[src/rtl/ot_pkg.sv]
// Shared types for the output write-back path.
// State encoding, width defaults and the per-layer config bundle.
package ot_pkg;

  localparam int OT_TBITS = 64;
  localparam int OT_CNT_W = 12;

  typedef enum logic [1:0] {
    ST_IDLE  = 2'd0,
    ST_RUN   = 2'd1,
    ST_FLUSH = 2'd2,
    ST_DONE  = 2'd3
  } ot_state_e;

  typedef struct packed {
    logic [OT_CNT_W-1:0] words_per_col;
    logic [OT_CNT_W-1:0] num_cols;
  } ot_cfg_t;

endpackage

[src/rtl/ot_out_reg.sv]
// Single-entry valid/ready output stage holding a data word and its last flag.
// Ports: load/d/d_last in, q/q_last/valid out, ready from downstream.
module ot_out_reg #(
  parameter int W = 64
) (
  input  logic         clk,
  input  logic         reset,
  input  logic         load,
  input  logic [W-1:0] d,
  input  logic         d_last,
  input  logic         ready,
  output logic         valid,
  output logic [W-1:0] q,
  output logic         q_last
);

  // A load always wins, so an accept plus a pop in one cycle
  // refills the register without a bubble.
  always_ff @(posedge clk) begin
    if (reset) begin
      valid  <= 1'b0;
      q      <= '0;
      q_last <= 1'b0;
    end else if (load) begin
      valid  <= 1'b1;
      q      <= d;
      q_last <= d_last;
    end else if (ready) begin
      valid  <= 1'b0;
    end
  end

endmodule

[src/rtl/ot_drain_ctrl.sv]
// Write-back scheduler: drains the output FIFO onto a valid/ready stream,
// marks column ends with m_tlast, pulses done at layer end. cfg_* configure.
module ot_drain_ctrl
  import ot_pkg::*;
#(
  parameter int TBITS = OT_TBITS,
  parameter int CNT_W = OT_CNT_W
) (
  input  logic             clk,
  input  logic             reset,
  input  logic             cfg_start,
  input  logic [CNT_W-1:0] cfg_words_per_col,
  input  logic [CNT_W-1:0] cfg_num_cols,
  input  logic             fifo_empty_n,
  input  logic [TBITS-1:0] fifo_data,
  input  logic             fifo_error,
  output logic             fifo_read,
  output logic [TBITS-1:0] m_tdata,
  output logic             m_tvalid,
  input  logic             m_tready,
  output logic             m_tlast,
  output logic             busy,
  output logic             done,
  output logic             cfg_err,
  output logic [CNT_W-1:0] col_idx
);

  localparam logic [1:0] S_IDLE  = ST_IDLE;
  localparam logic [1:0] S_RUN   = ST_RUN;
  localparam logic [1:0] S_FLUSH = ST_FLUSH;
  localparam logic [1:0] S_DONE  = ST_DONE;

  logic [1:0]       state;
  ot_cfg_t          cfg_q;
  logic [CNT_W-1:0] word_cnt;
  logic             last_w;
  logic             last_c;
  logic             cfg_zero;

  assign cfg_zero = (cfg_words_per_col == '0) |
                    (cfg_num_cols == '0);

  assign last_w = word_cnt ==
                  cfg_q.words_per_col - CNT_W'(1);
  assign last_c = col_idx ==
                  cfg_q.num_cols - CNT_W'(1);

  assign fifo_read = (state == S_RUN) & fifo_empty_n &
                     (~m_tvalid | m_tready);

  assign busy = (state == S_RUN) | (state == S_FLUSH);
  assign done = (state == S_DONE);

  ot_out_reg #(
    .W (TBITS)
  ) u_out (
    .clk    (clk),
    .reset  (reset),
    .load   (fifo_read),
    .d      (fifo_data),
    .d_last (last_w),
    .ready  (m_tready),
    .valid  (m_tvalid),
    .q      (m_tdata),
    .q_last (m_tlast)
  );

  always_ff @(posedge clk) begin
    if (reset) begin
      state    <= S_IDLE;
      cfg_q    <= '0;
      word_cnt <= '0;
      col_idx  <= '0;
      cfg_err  <= 1'b0;
    end else begin
      unique case (state)
        S_IDLE: begin
          if (cfg_start) begin
            if (cfg_zero) begin
              cfg_err <= 1'b1;
              state   <= S_DONE;
            end else begin
              cfg_q.words_per_col <= cfg_words_per_col;
              cfg_q.num_cols      <= cfg_num_cols;
              word_cnt <= '0;
              col_idx  <= '0;
              cfg_err  <= 1'b0;
              state    <= S_RUN;
            end
          end
        end
        S_RUN: begin
          if (fifo_read) begin
            if (last_w) begin
              word_cnt <= '0;
              // Column counter parks on the last column at layer end.
              if (last_c) state <= S_FLUSH;
              else col_idx <= col_idx + CNT_W'(1);
            end else begin
              word_cnt <= word_cnt + CNT_W'(1);
            end
          end
        end
        S_FLUSH: begin
          if (m_tvalid & m_tready) state <= S_DONE;
        end
        S_DONE: state <= S_IDLE;
        default: state <= S_IDLE;
      endcase
      // Overflow alarm is sticky and outranks a clearing start.
      if (fifo_error) cfg_err <= 1'b1;
    end
  end

endmodule

[config.mk]
export PLATFORM = sky130hd
export DESIGN_NAME = ot_drain_ctrl
export DESIGN_NICKNAME = d
export VERILOG_FILES = /design/src/rtl/ot_pkg.sv /design/src/rtl/ot_out_reg.sv /design/src/rtl/ot_drain_ctrl.sv
export SDC_FILE = /design/constraint.sdc
export NUM_CORES = 1
export LEC_CHECK = 0
export ABC_AREA = 1
export BUFFER_PORTS_ARGS = -buffer_cell sky130_fd_sc_hd__buf_2
export CAP_MARGIN = 5
export CORE_UTILIZATION = 52
export CTS_CLUSTER_DIAMETER = 150
export DETAILED_ROUTE_END_ITERATION = 8
export PLACE_DENSITY = 0.84
export SLEW_MARGIN = 15
export SYNTH_ARGS = -nofsm -noshare
export SYNTH_HDL_FRONTEND = slang
export SYNTH_SLANG_ARGS = --single-unit
[constraint.sdc]
create_clock -name clk -period 2.1 [get_ports clk]
set_input_delay 0.105 -clock clk [delete_from_list [all_inputs] [get_ports clk]]
set_output_delay 0.105 -clock clk [all_outputs]
set_load 0.005 [all_outputs]
==> run metrics <==
Net count, final 1214; first-pass GRT wire length 31.7 mm; initial core utilization 54.3%; CTS Sinks 117; skew final 0.00896 ns; area growth from synthesis to layout 50.7%; Mean Syn Cell Area 6.82 um2; Cell variety after synth 34; share of cells above drive strength 1 25.6%; Die Width 107 um; final hold viol count 0; top cells by area, synth dfxtp_1 (41%), nor2_1 (12%), nand2_1 (10%); Post-synth EDFFs 0; critical path peak fanout 8; final setup vio count 0; dpl cell area 6730 um2; Congestion Overflow GR 0; Tot GR Track Use 35.9%; port bufs 175; Placer Congestion 0.919; commonest non-fill, non-tap cell in the layout nor2_1; total power 9620 uW; worst endpoint required time 2.51 ns; core box area 10500 um2; DR DRC count 0; row cnt 37; hold wc startpoint m_tready; PwrDens 1120 nW/um2; syn nets 935; Worst Hold Depth 4; initial antenna violation count 1; Synth Cell Area 5680 um2; status finished clean; relative slew slack 60.1%; final instance area 8560 um2; r2r endpoint col_idx[5]; clock slew at reported path FFs 0.06 ns; starting DRC count in detailed routing 588; Hold WC Path Type input port to register; largest net degree at the start of global routing 73; R2R setup slack 0.003 ns; CP Launch Type register; Post-synth ARST share 0%; CP Capture Type register; routed wire length per instance 16.7 um; dpl hpwl 11.0 mm; # Max-Cap Violations 0; RSZ-0062 raised after global routing true; CTS Root Cell clkbuf_8; H-Tree Depth 4; flop and latch count out of synthesis 117; CTS buffer count 17; vias in the first global route 6655; WS Path Type register to register; final worst slack 0.00268 ns; vias 6972; DR pass1 iterations 5; ys flop type dfxtp_1; IO Pins 176; Period minus WS final 2.10 ns; Reg2Reg Depth 15; Fin Hold WS 0.0390 ns; sequential cell area fraction in the yosys report 41.2%; Final period util 99.9%; vias per inst 5.53; Max Clk Rate 0.477 GHz; synth warn 0; chip height 107 um; worst vdd ir 0.656 mV; Data arrival, critical path 2.51 ns; post-synth top area cell dfxtp_1; die area 11300 um2; Clock Latency Late Sink 0.54 ns; Layout Utilization 81.8%; Worst Hold Path EP u_out.q_last; dpl ws 0.0382 ns; fin. max-slew vios 0; Leakage Power 0.00407 uW; antenna viol nets, final 0; Post-Synthesis Cells 833; Yosys top cell area share 41.2%; wirelength, routed 21.1 mm; Worst-Margin Slew 0.598 ns; r2r startpoint cfg_q[12]; most frequent cells in the layout nor2_1 (185), buf_2 (176), nand2_1 (150); CTS tree built; worst-case clock buffer depth 2
## report_power, final
group / internal, uW / switching, uW
sequential: 2640 / 315
combinational: 1510 / 2350
clock: 1740 / 1060
total: 5890 / 3730
## worst max path at each step
stage / end / from / slack, ns
2_1_floorplan: col_idx[7] / cfg_q[12] / 0.22
4_1_cts: col_idx[11] / cfg_q[12] / 0.005
5_1_grt: col_idx[5] / cfg_q[12] / -0.15
3_5_place_dp: col_idx[5] / cfg_q[12] / 0.04
3_3_place_gp: col_idx[4] / cfg_q[12] / 0.1
6_report: col_idx[5] / cfg_q[12] / 0.003
## cell families after synthesis
group / synth area share [%]
fa+ha+maj: 1.76
xor+xnor: 3.70
compound gates: 13.2
buf+inv: 7.95
flops: 41.2
simple gates: 32.1
## cells in the mapped netlist, types with 2 or more instances
cell / n
inv_2: 5
xnor2_1: 6
nand3_1: 29
nor2_1: 188
clkinv_1: 3
nor4_1: 7
ha_1: 8
nand3b_1: 3
inv_1: 63
buf_2: 3
nor3_1: 7
buf_6: 3
nand2_4: 2
or2_0: 2
a21oi_1: 43
xor2_1: 18
nor2_2: 10
nand2_2: 4
nand3_2: 4
o21ai_0: 97
clkbuf_1: 27
nand4_1: 18
dfxtp_1: 117
nand2_1: 156
## state kept, by name, summed over array words and instances, names as in the netlist
name / cells
u_out.q: 64
state: 2
cfg_err: 1
word_cnt: 12
u_out.valid: 1
col_idx: 12
u_out.q_last: 1
cfg_q: 24
## worst max-delay path, cell delays in order, from the launching register on
cell and delay [ns]:
dfxtp_2 0.34, inv_2 0.05, ha_4 0.28, nand2_2 0.05, nand2_1 0.06, nand2_1 0.05, nor2_1 0.09, nand2_1 0.06
nor2_1 0.13, nand3_1 0.11, nor2_2 0.16, nand2_4 0.10, nand2_8 0.14, nand3_4 0.13, nand2_1 0.13, a21oi_1 0.09
## area by class of cell
cell class,instances,area (um2)
tap,136,170
timing repair buffer,295,2150
clock buffer,20,445
sequential,117,2350
inverter,72,285
antenna,1,2.50
multi-input combinational,609,3030
clock inverter,11,126
fill,649,1900
## timing repair
item	4_1_cts	5_1_grt
gates cloned	0	6
endpoints found under the setup margin	4	28
endpoints found under the hold margin	102	0
hold buffers	93	0
pin swaps	0	28
buffers inserted	0	5
gates resized for setup	4	40
## metrics by stage
stage | instances | setup TNS, ns
after floorplan | 833 | 0
after global placement | 1125 | 0
after detailed placement | 1125 | 0
after CTS | 1249 | 0
after global routing | 1261 | -2.55
final | 1261 | 0
## per-layer routing
layer	track usage (%)	part of all wire, %	up-vias
met2	61.3	50	417
met5	0	0	-
met3	9.75	8.2	105
met1	39.9	37	3218
met4	21.4	5.4	0
li1	-	-	3232
Note: power is estimated with default switching activity, not from simulation.
